===== src/rtl/puf_ecc_sequencer.sv =====
// Arbitrates N PUF requesters round-robin and sequences provision/correct
// commands through a shared ECC block, returning one registered response each.
`ifndef IPID_WIDTH
`define IPID_WIDTH 32
`endif
`ifndef IPID_N
`define IPID_N 4
`endif

module puf_ecc_sequencer #(
  parameter int SIG_W   = `IPID_WIDTH,
  parameter int N       = `IPID_N,
  parameter int TIMEOUT = 64
) (
  input  logic                 clk,
  input  logic                 rst_n,
  input  logic [N-1:0]         req_valid,
  input  logic [N-1:0]         req_op,
  input  logic [N*SIG_W-1:0]   req_sig,
  output logic [N-1:0]         rsp_valid,
  output logic [SIG_W-1:0]     rsp_sig,
  output logic                 rsp_err,
  output logic                 busy,
  output logic [N-1:0]         provisioned,
  output logic [1:0]           ecc_instruction,
  output logic [SIG_W-1:0]     ecc_puf_in,
  output logic                 ecc_puf_in_valid,
  output logic [$clog2(N)-1:0] ecc_ipid_number,
  input  logic [SIG_W-1:0]     ecc_puf_out,
  input  logic                 ecc_puf_out_valid,
  input  logic                 ecc_S_c
);
  localparam int IW = $clog2(N);
  localparam int CW = $clog2(TIMEOUT + 1);

  typedef enum logic [2:0] {S_IDLE, S_ISSUE, S_WAIT, S_RELEASE, S_RESPOND} state_t;

  state_t            state, state_nx;
  logic [IW-1:0]     win, win_nx, last, last_nx;
  logic              op, op_nx, err, err_nx;
  logic [SIG_W-1:0]  sig, sig_nx;
  logic [CW-1:0]     cnt, cnt_nx;
  logic [N-1:0]      rsp_valid_nx, prov_nx;
  logic [SIG_W-1:0]  rsp_sig_nx, puf_in_nx;
  logic              rsp_err_nx, pvalid_nx, done;
  logic [1:0]        instr_nx;
  logic [IW-1:0]     ipid_nx, grant_idx, cand;
  logic              grant_hit;

  // Walk offsets from farthest to nearest so the nearest requester after last wins.
  always_comb begin
    grant_hit = |req_valid;
    grant_idx = '0;
    cand      = '0;
    for (int unsigned k = N; k > 0; k--) begin
      cand = IW'((32'(last) + k) % N);
      if (req_valid[cand]) grant_idx = cand;
    end
  end

  always_comb begin
    state_nx     = state;
    win_nx       = win;
    last_nx      = last;
    op_nx        = op;
    sig_nx       = sig;
    err_nx       = err;
    cnt_nx       = cnt;
    instr_nx     = ecc_instruction;
    puf_in_nx    = ecc_puf_in;
    pvalid_nx    = ecc_puf_in_valid;
    ipid_nx      = ecc_ipid_number;
    prov_nx      = provisioned;
    rsp_valid_nx = '0;
    rsp_sig_nx   = '0;
    rsp_err_nx   = 1'b0;
    done         = op ? ecc_puf_out_valid : ecc_S_c;
    case (state)
      S_IDLE: begin
        if (grant_hit) begin
          win_nx = grant_idx;
          op_nx  = req_op[grant_idx];
          sig_nx = req_sig[grant_idx*SIG_W +: SIG_W];
          err_nx = 1'b0;
          if (req_op[grant_idx] && !provisioned[grant_idx]) begin
            state_nx                = S_RESPOND;
            err_nx                  = 1'b1;
            rsp_valid_nx[grant_idx] = 1'b1;
            rsp_err_nx              = 1'b1;
          end else begin
            state_nx  = S_ISSUE;
            instr_nx  = req_op[grant_idx] ? 2'b10 : 2'b01;
            ipid_nx   = grant_idx;
            puf_in_nx = req_sig[grant_idx*SIG_W +: SIG_W];
            pvalid_nx = !req_op[grant_idx];
          end
        end
      end
      S_ISSUE: state_nx = S_WAIT;
      S_WAIT: begin
        cnt_nx = cnt + 1'b1;
        // Completion is tested first so it wins over a coincident timeout.
        if (done) begin
          state_nx = S_RELEASE;
          instr_nx = 2'b00;
          if (op) sig_nx = ecc_puf_out;
        end else if (cnt == CW'(TIMEOUT - 1)) begin
          state_nx = S_RELEASE;
          instr_nx = 2'b00;
          err_nx   = 1'b1;
        end
      end
      S_RELEASE: begin
        state_nx          = S_RESPOND;
        pvalid_nx         = 1'b0;
        rsp_valid_nx[win] = 1'b1;
        rsp_err_nx        = err;
        rsp_sig_nx        = (op && !err) ? sig : '0;
        if (!op && !err) prov_nx[win] = 1'b1;
      end
      S_RESPOND: begin
        state_nx = S_IDLE;
        last_nx  = win;
        cnt_nx   = '0;
      end
      default: state_nx = S_IDLE;
    endcase
  end

  always_ff @(posedge clk or negedge rst_n) begin
    if (!rst_n) begin
      state            <= S_IDLE;
      win              <= '0;
      last             <= IW'(N - 1);
      op               <= 1'b0;
      sig              <= '0;
      err              <= 1'b0;
      cnt              <= '0;
      rsp_valid        <= '0;
      rsp_sig          <= '0;
      rsp_err          <= 1'b0;
      busy             <= 1'b0;
      provisioned      <= '0;
      ecc_instruction  <= '0;
      ecc_puf_in       <= '0;
      ecc_puf_in_valid <= 1'b0;
      ecc_ipid_number  <= '0;
    end else begin
      state            <= state_nx;
      win              <= win_nx;
      last             <= last_nx;
      op               <= op_nx;
      sig              <= sig_nx;
      err              <= err_nx;
      cnt              <= cnt_nx;
      rsp_valid        <= rsp_valid_nx;
      rsp_sig          <= rsp_sig_nx;
      rsp_err          <= rsp_err_nx;
      busy             <= (state_nx != S_IDLE);
      provisioned      <= prov_nx;
      ecc_instruction  <= instr_nx;
      ecc_puf_in       <= puf_in_nx;
      ecc_puf_in_valid <= pvalid_nx;
      ecc_ipid_number  <= ipid_nx;
    end
  end
endmodule

===== config.mk =====
export PLATFORM = sky130hd
export DESIGN_NAME = puf_ecc_sequencer
export DESIGN_NICKNAME = d
export VERILOG_FILES = /design/src/rtl/puf_ecc_sequencer.sv
export SDC_FILE = /design/constraint.sdc
export NUM_CORES = 1
export LEC_CHECK = 0
export ABC_AREA = 1
export BUFFER_PORTS_ARGS = -buffer_cell sky130_fd_sc_hd__buf_2
export CAP_MARGIN = 15
export CORE_MARGIN = 5
export CORE_UTILIZATION = 49
export CTS_CLUSTER_DIAMETER = 40
export DETAILED_ROUTE_END_ITERATION = 6
export GPL_TIMING_DRIVEN = 0
export PLACE_DENSITY = 0.91
export SLEW_MARGIN = 10
export SYNTH_ARGS = -nofsm -noshare
export SYNTH_HDL_FRONTEND = slang
export SYNTH_SLANG_ARGS = --single-unit

===== constraint.sdc =====
create_clock -name clk -period 2.4 [get_ports clk]
set_clock_uncertainty 0.1 [all_clocks]
set_input_delay 0.36 -clock clk [delete_from_list [all_inputs] [get_ports clk]]
set_output_delay 0.36 -clock clk [all_outputs]
set_load 0.02 [all_outputs]

==> out/results.tsv <==
stage	metric	value	unit
clock_network	clockRootBuffer	clkbuf_16	
place	dp_cells	1232	
logic_synthesis	ys_top_cells_by_count	328 x nand2_1, 125 x dfrtp_1, 82 x nor2_1	
routing	dr.first_iter.drc_count	752	
logic_synthesis	synth_area	0.00617	mm2
grt	grt_pass1_vias	6839	
grt	grt-ovfl-total	0	
sta	worstMarginPinSlew	758	ps
sta	fin_crit	2580	ps
logic_synthesis	synth-edff-count	0	
place	place_area	0.00767	mm2
place	gp_congestion	0.920	
logic_synthesis	synth_xor_area_share	0	%
pwr	max-vdd-ir-drop	0.820	mV
clock_network	clock_latency	420	ps
grt	track_usage	30.1	%
die	die_w	122	um
worst_hold_path	hp-start	ecc_puf_out[26]	
pwr	p_total	18.2	mW
worst_hold_path	hold_depth	3	
sta	maxSlewViolCount	0	
final_layout	drive_above_1_share	35.9	%
pwr	sequentialPowerShare	19.0	%
sta	setup_violations	75	
critical_path	startpoint_type	flop	
logic_synthesis	synthCells	809	
routing	drt_wl_total	24000	um
flow_run	drv_cap	0	
final_layout	n_fill_cell	922	
logic_synthesis	syn_avg_cell_area	7.62	um2
logic_synthesis	synthSimpleGateAreaFrac	34.5	%
die	core_area	0.0125	mm2
clock_network	cts.clk_slew.worst_paths	60	ps
final_layout	layout.nets	1284	
pwr	p_int	9.28	mW
logic_synthesis	synth_top_family_by_area	simple AND/OR/NAND/NOR gates	
logic_synthesis	yosys_most_used_dff	dfrtp_1	
logic_synthesis	synth-seq-cells	127	
logic_synthesis	yosysMostFrequentCell	nand2_1	
logic_synthesis	synth_seq_area_share	51.6	%
routing	drc	0	
sta	fin_ws	-178	ps
logic_synthesis	synthTopCellsByArea	dfrtp_1 51%, nand2_1 20%, nor2_1 5.0%	
die	die_h	122	um
logic_synthesis	synth_area_leader_cell	dfrtp_1	
routing	antenna_left	0	
routing	post_drt_wl_per_cell	18.5	um
routing	dr.pass1.iters	6	
clock_network	cts_sinks	127	
logic_synthesis	synthMuxAreaShare	0	%
place	place_hpwl	15700	um
sta	rsz0062_at_grt	yes	
critical_path	r2r-start	last[0]$_DFFE_PN1N_	
clock_network	cts_max_path_buffers	2	
sta	max_slew_margin	48.9	%
grt	antenna_found_initial	0	
critical_path	cp-end-kind	flop	
critical_path	r2r_end	sig[0]$_DFFE_PN0P_	
die	rows	41	
sta	post-route-period-util	107	%
logic_synthesis	synth_cell_types	30	
place	port_buffers	250	
final_layout	instances_no_fill	1296	
worst_hold_path	hold_class	input pin to flop	
pwr	clockPowerShare	14.9	%
sta	fin_tns_setup	-8460	ps
critical_path	r2r_slack	-180	ps
outcome	violations	negative setup slack	
clock_network	cts_max_level	4	
sta	clock.fmax	0.388	GHz
final_layout	final_area	0.00906	mm2
logic_synthesis	yosysWarnings	0	
outcome	outcome	finished, violations left	
pwr	swShare	48.9	%
clock_network	cts_tree	built	
critical_path	cp_data_arrival_time	2770	ps
logic_synthesis	synth_fa_ha_area_share	0.203	%
routing	routed_via_density	5.50	
die	io_pins	251	
die	dieArea	0.0149	mm2
die	initial_core_util	49.5	%
routing	vias	7131	
logic_synthesis	synthesis.nets	982	
worst_hold_path	min_to	sig[26]$_DFFE_PN0P_	
pwr	power.density	2010	mW/mm2
grt	grt_first_pass_wirelength	34200	um
critical_path	reg2reg_depth	16	
critical_path	critPathMaxFanout	8	
clock_network	cts_buffers	17	
pwr	share_comb_of_total_power	66.2	%
pwr	p_leak	4.74	nW
sta	whs	146	ps
critical_path	crit_type	flop to flop	
logic_synthesis	synth_compound_area_share	8.16	%
logic_synthesis	async_flop_share	100	%
final_layout	area_growth	47.0	%
pwr	p_switching	8.90	mW
logic_synthesis	synthDominantCellAreaShare	50.7	%
final_layout	antenna_cells	0	
critical_path	worst_ep_required_time	2590	ps
grt	grt_max_degree	82	
sta	finalHoldViolCount	0	
## worst max-delay path, cell delays in order, from the launching register on
cell and delay (ps):
dfstp_2 530, buf_8 140, nand2_1 130, o21ai_2 120
nand2_2 110, nand2_1 80, nand3_2 90, nand2_2 100
nand2_4 110, inv_4 110, nor2_4 50, buf_12 140
buf_4 160, nand2_1 60, nand4_1 180, nor2_1 160
o21ai_1 70
## power by group through the flow
stage	Combinational, mW	Sequential [mW]	Clock [mW]
2_1_floorplan	5.58	3.80	0
3_3_place_gp	8.60	3.41	0
3_5_place_dp	8.78	3.44	0
4_1_cts	10.6	3.41	2.71
5_1_grt	13.0	3.53	2.81
6_report	12.0	3.45	2.70
## sequential cells by signal, indices dropped and copies added, names as in the netlist
signal and cells:
sig 32, ecc_ipid_number 2, busy 1, ecc_puf_in_valid 1, rsp_sig 32, op 1
ecc_instruction 2, cnt 7, win 2, ecc_puf_in 32, provisioned 4, last 2
state 3, err 1, rsp_valid 4, rsp_err 1
## layout by cell type, fill, tap and decap left out, drive strengths merged
cell	count
a21oi	6
a22o	1
a22oi	1
a32o	1
buf	302
bufinv	4
clkbuf	44
clkinv	5
clkinvlp	2
dfrtp	125
dfstp	2
dlygate4sd3	1
ha	1
inv	34
nand2	338
nand3	49
nand4	34
nor2	85
nor4	1
o21ai	82
o21bai	4
o22ai	1
or2	1
## metrics by stage
stage          utilization [%]  worst slack [ps]
2_1_floorplan                -               250
3_3_place_gp              61.2              -690
3_5_place_dp              61.5              -435
4_1_cts                   70.0             -11.6
5_1_grt                   72.7              -287
6_report                  72.7              -178
## cell type report
cell class / count / area, um2 / share of cell area [%]
tap: 172 / 215 / 2.37
multi-input combinational: 605 / 2920 / 32.2
sequential: 127 / 3180 / 35.1
inverter: 34 / 153 / 1.68
clock buffer: 21 / 450 / 4.97
buffer: 43 / 340 / 3.75
timing repair buffer: 283 / 1640 / 18.1
clock inverter: 11 / 164 / 1.81
## routing by layer
layer / share of wire [%] / global-route usage [%]
met1: 37 / 34.7
met5: 0 / 0
met2: 48 / 50.8
met3: 9.5 / 7.75
met4: 5.6 / 16.9
## cells by family after synthesis
family                   after synthesis
adder cells (fa/ha/maj)                1
AO/OA/AOI/OAI                         96
flip-flops                           127
buffers and inverters                 78
AND/OR/NAND/NOR                      507
## worst max-delay path by stage
stage                                    from                            to  slack (ps)  cells past startpoint
after global routing      last[0]$_DFFE_PN1N_  ecc_puf_in_valid$_DFFE_PN0P_        -290                     19
after CTS                 last[0]$_DFFE_PN1N_           sig[24]$_DFFE_PN0P_         -10                     17
final                     last[0]$_DFFE_PN1N_            sig[0]$_DFFE_PN0P_        -180                     16
after global placement                  rst_n        rsp_valid[1]$_DFF_PN0_        -690                      1
after detailed placement  last[0]$_DFFE_PN1N_           sig[24]$_DFFE_PN0P_        -440                     16
after floorplan           last[0]$_DFFE_PN1N_    ecc_puf_in[10]$_DFFE_PN0P_         250                     19
## what timing repair did
action                     4_1_cts  5_1_grt
hold buffers                     1        0
hold endpoints to repair        46        0
buffers inserted                17        8
setup endpoints to repair       74       77
cloned                           4        3
gates resized for setup         71       63
pin swaps                       21       38
Power figures use the tool's default switching activity.
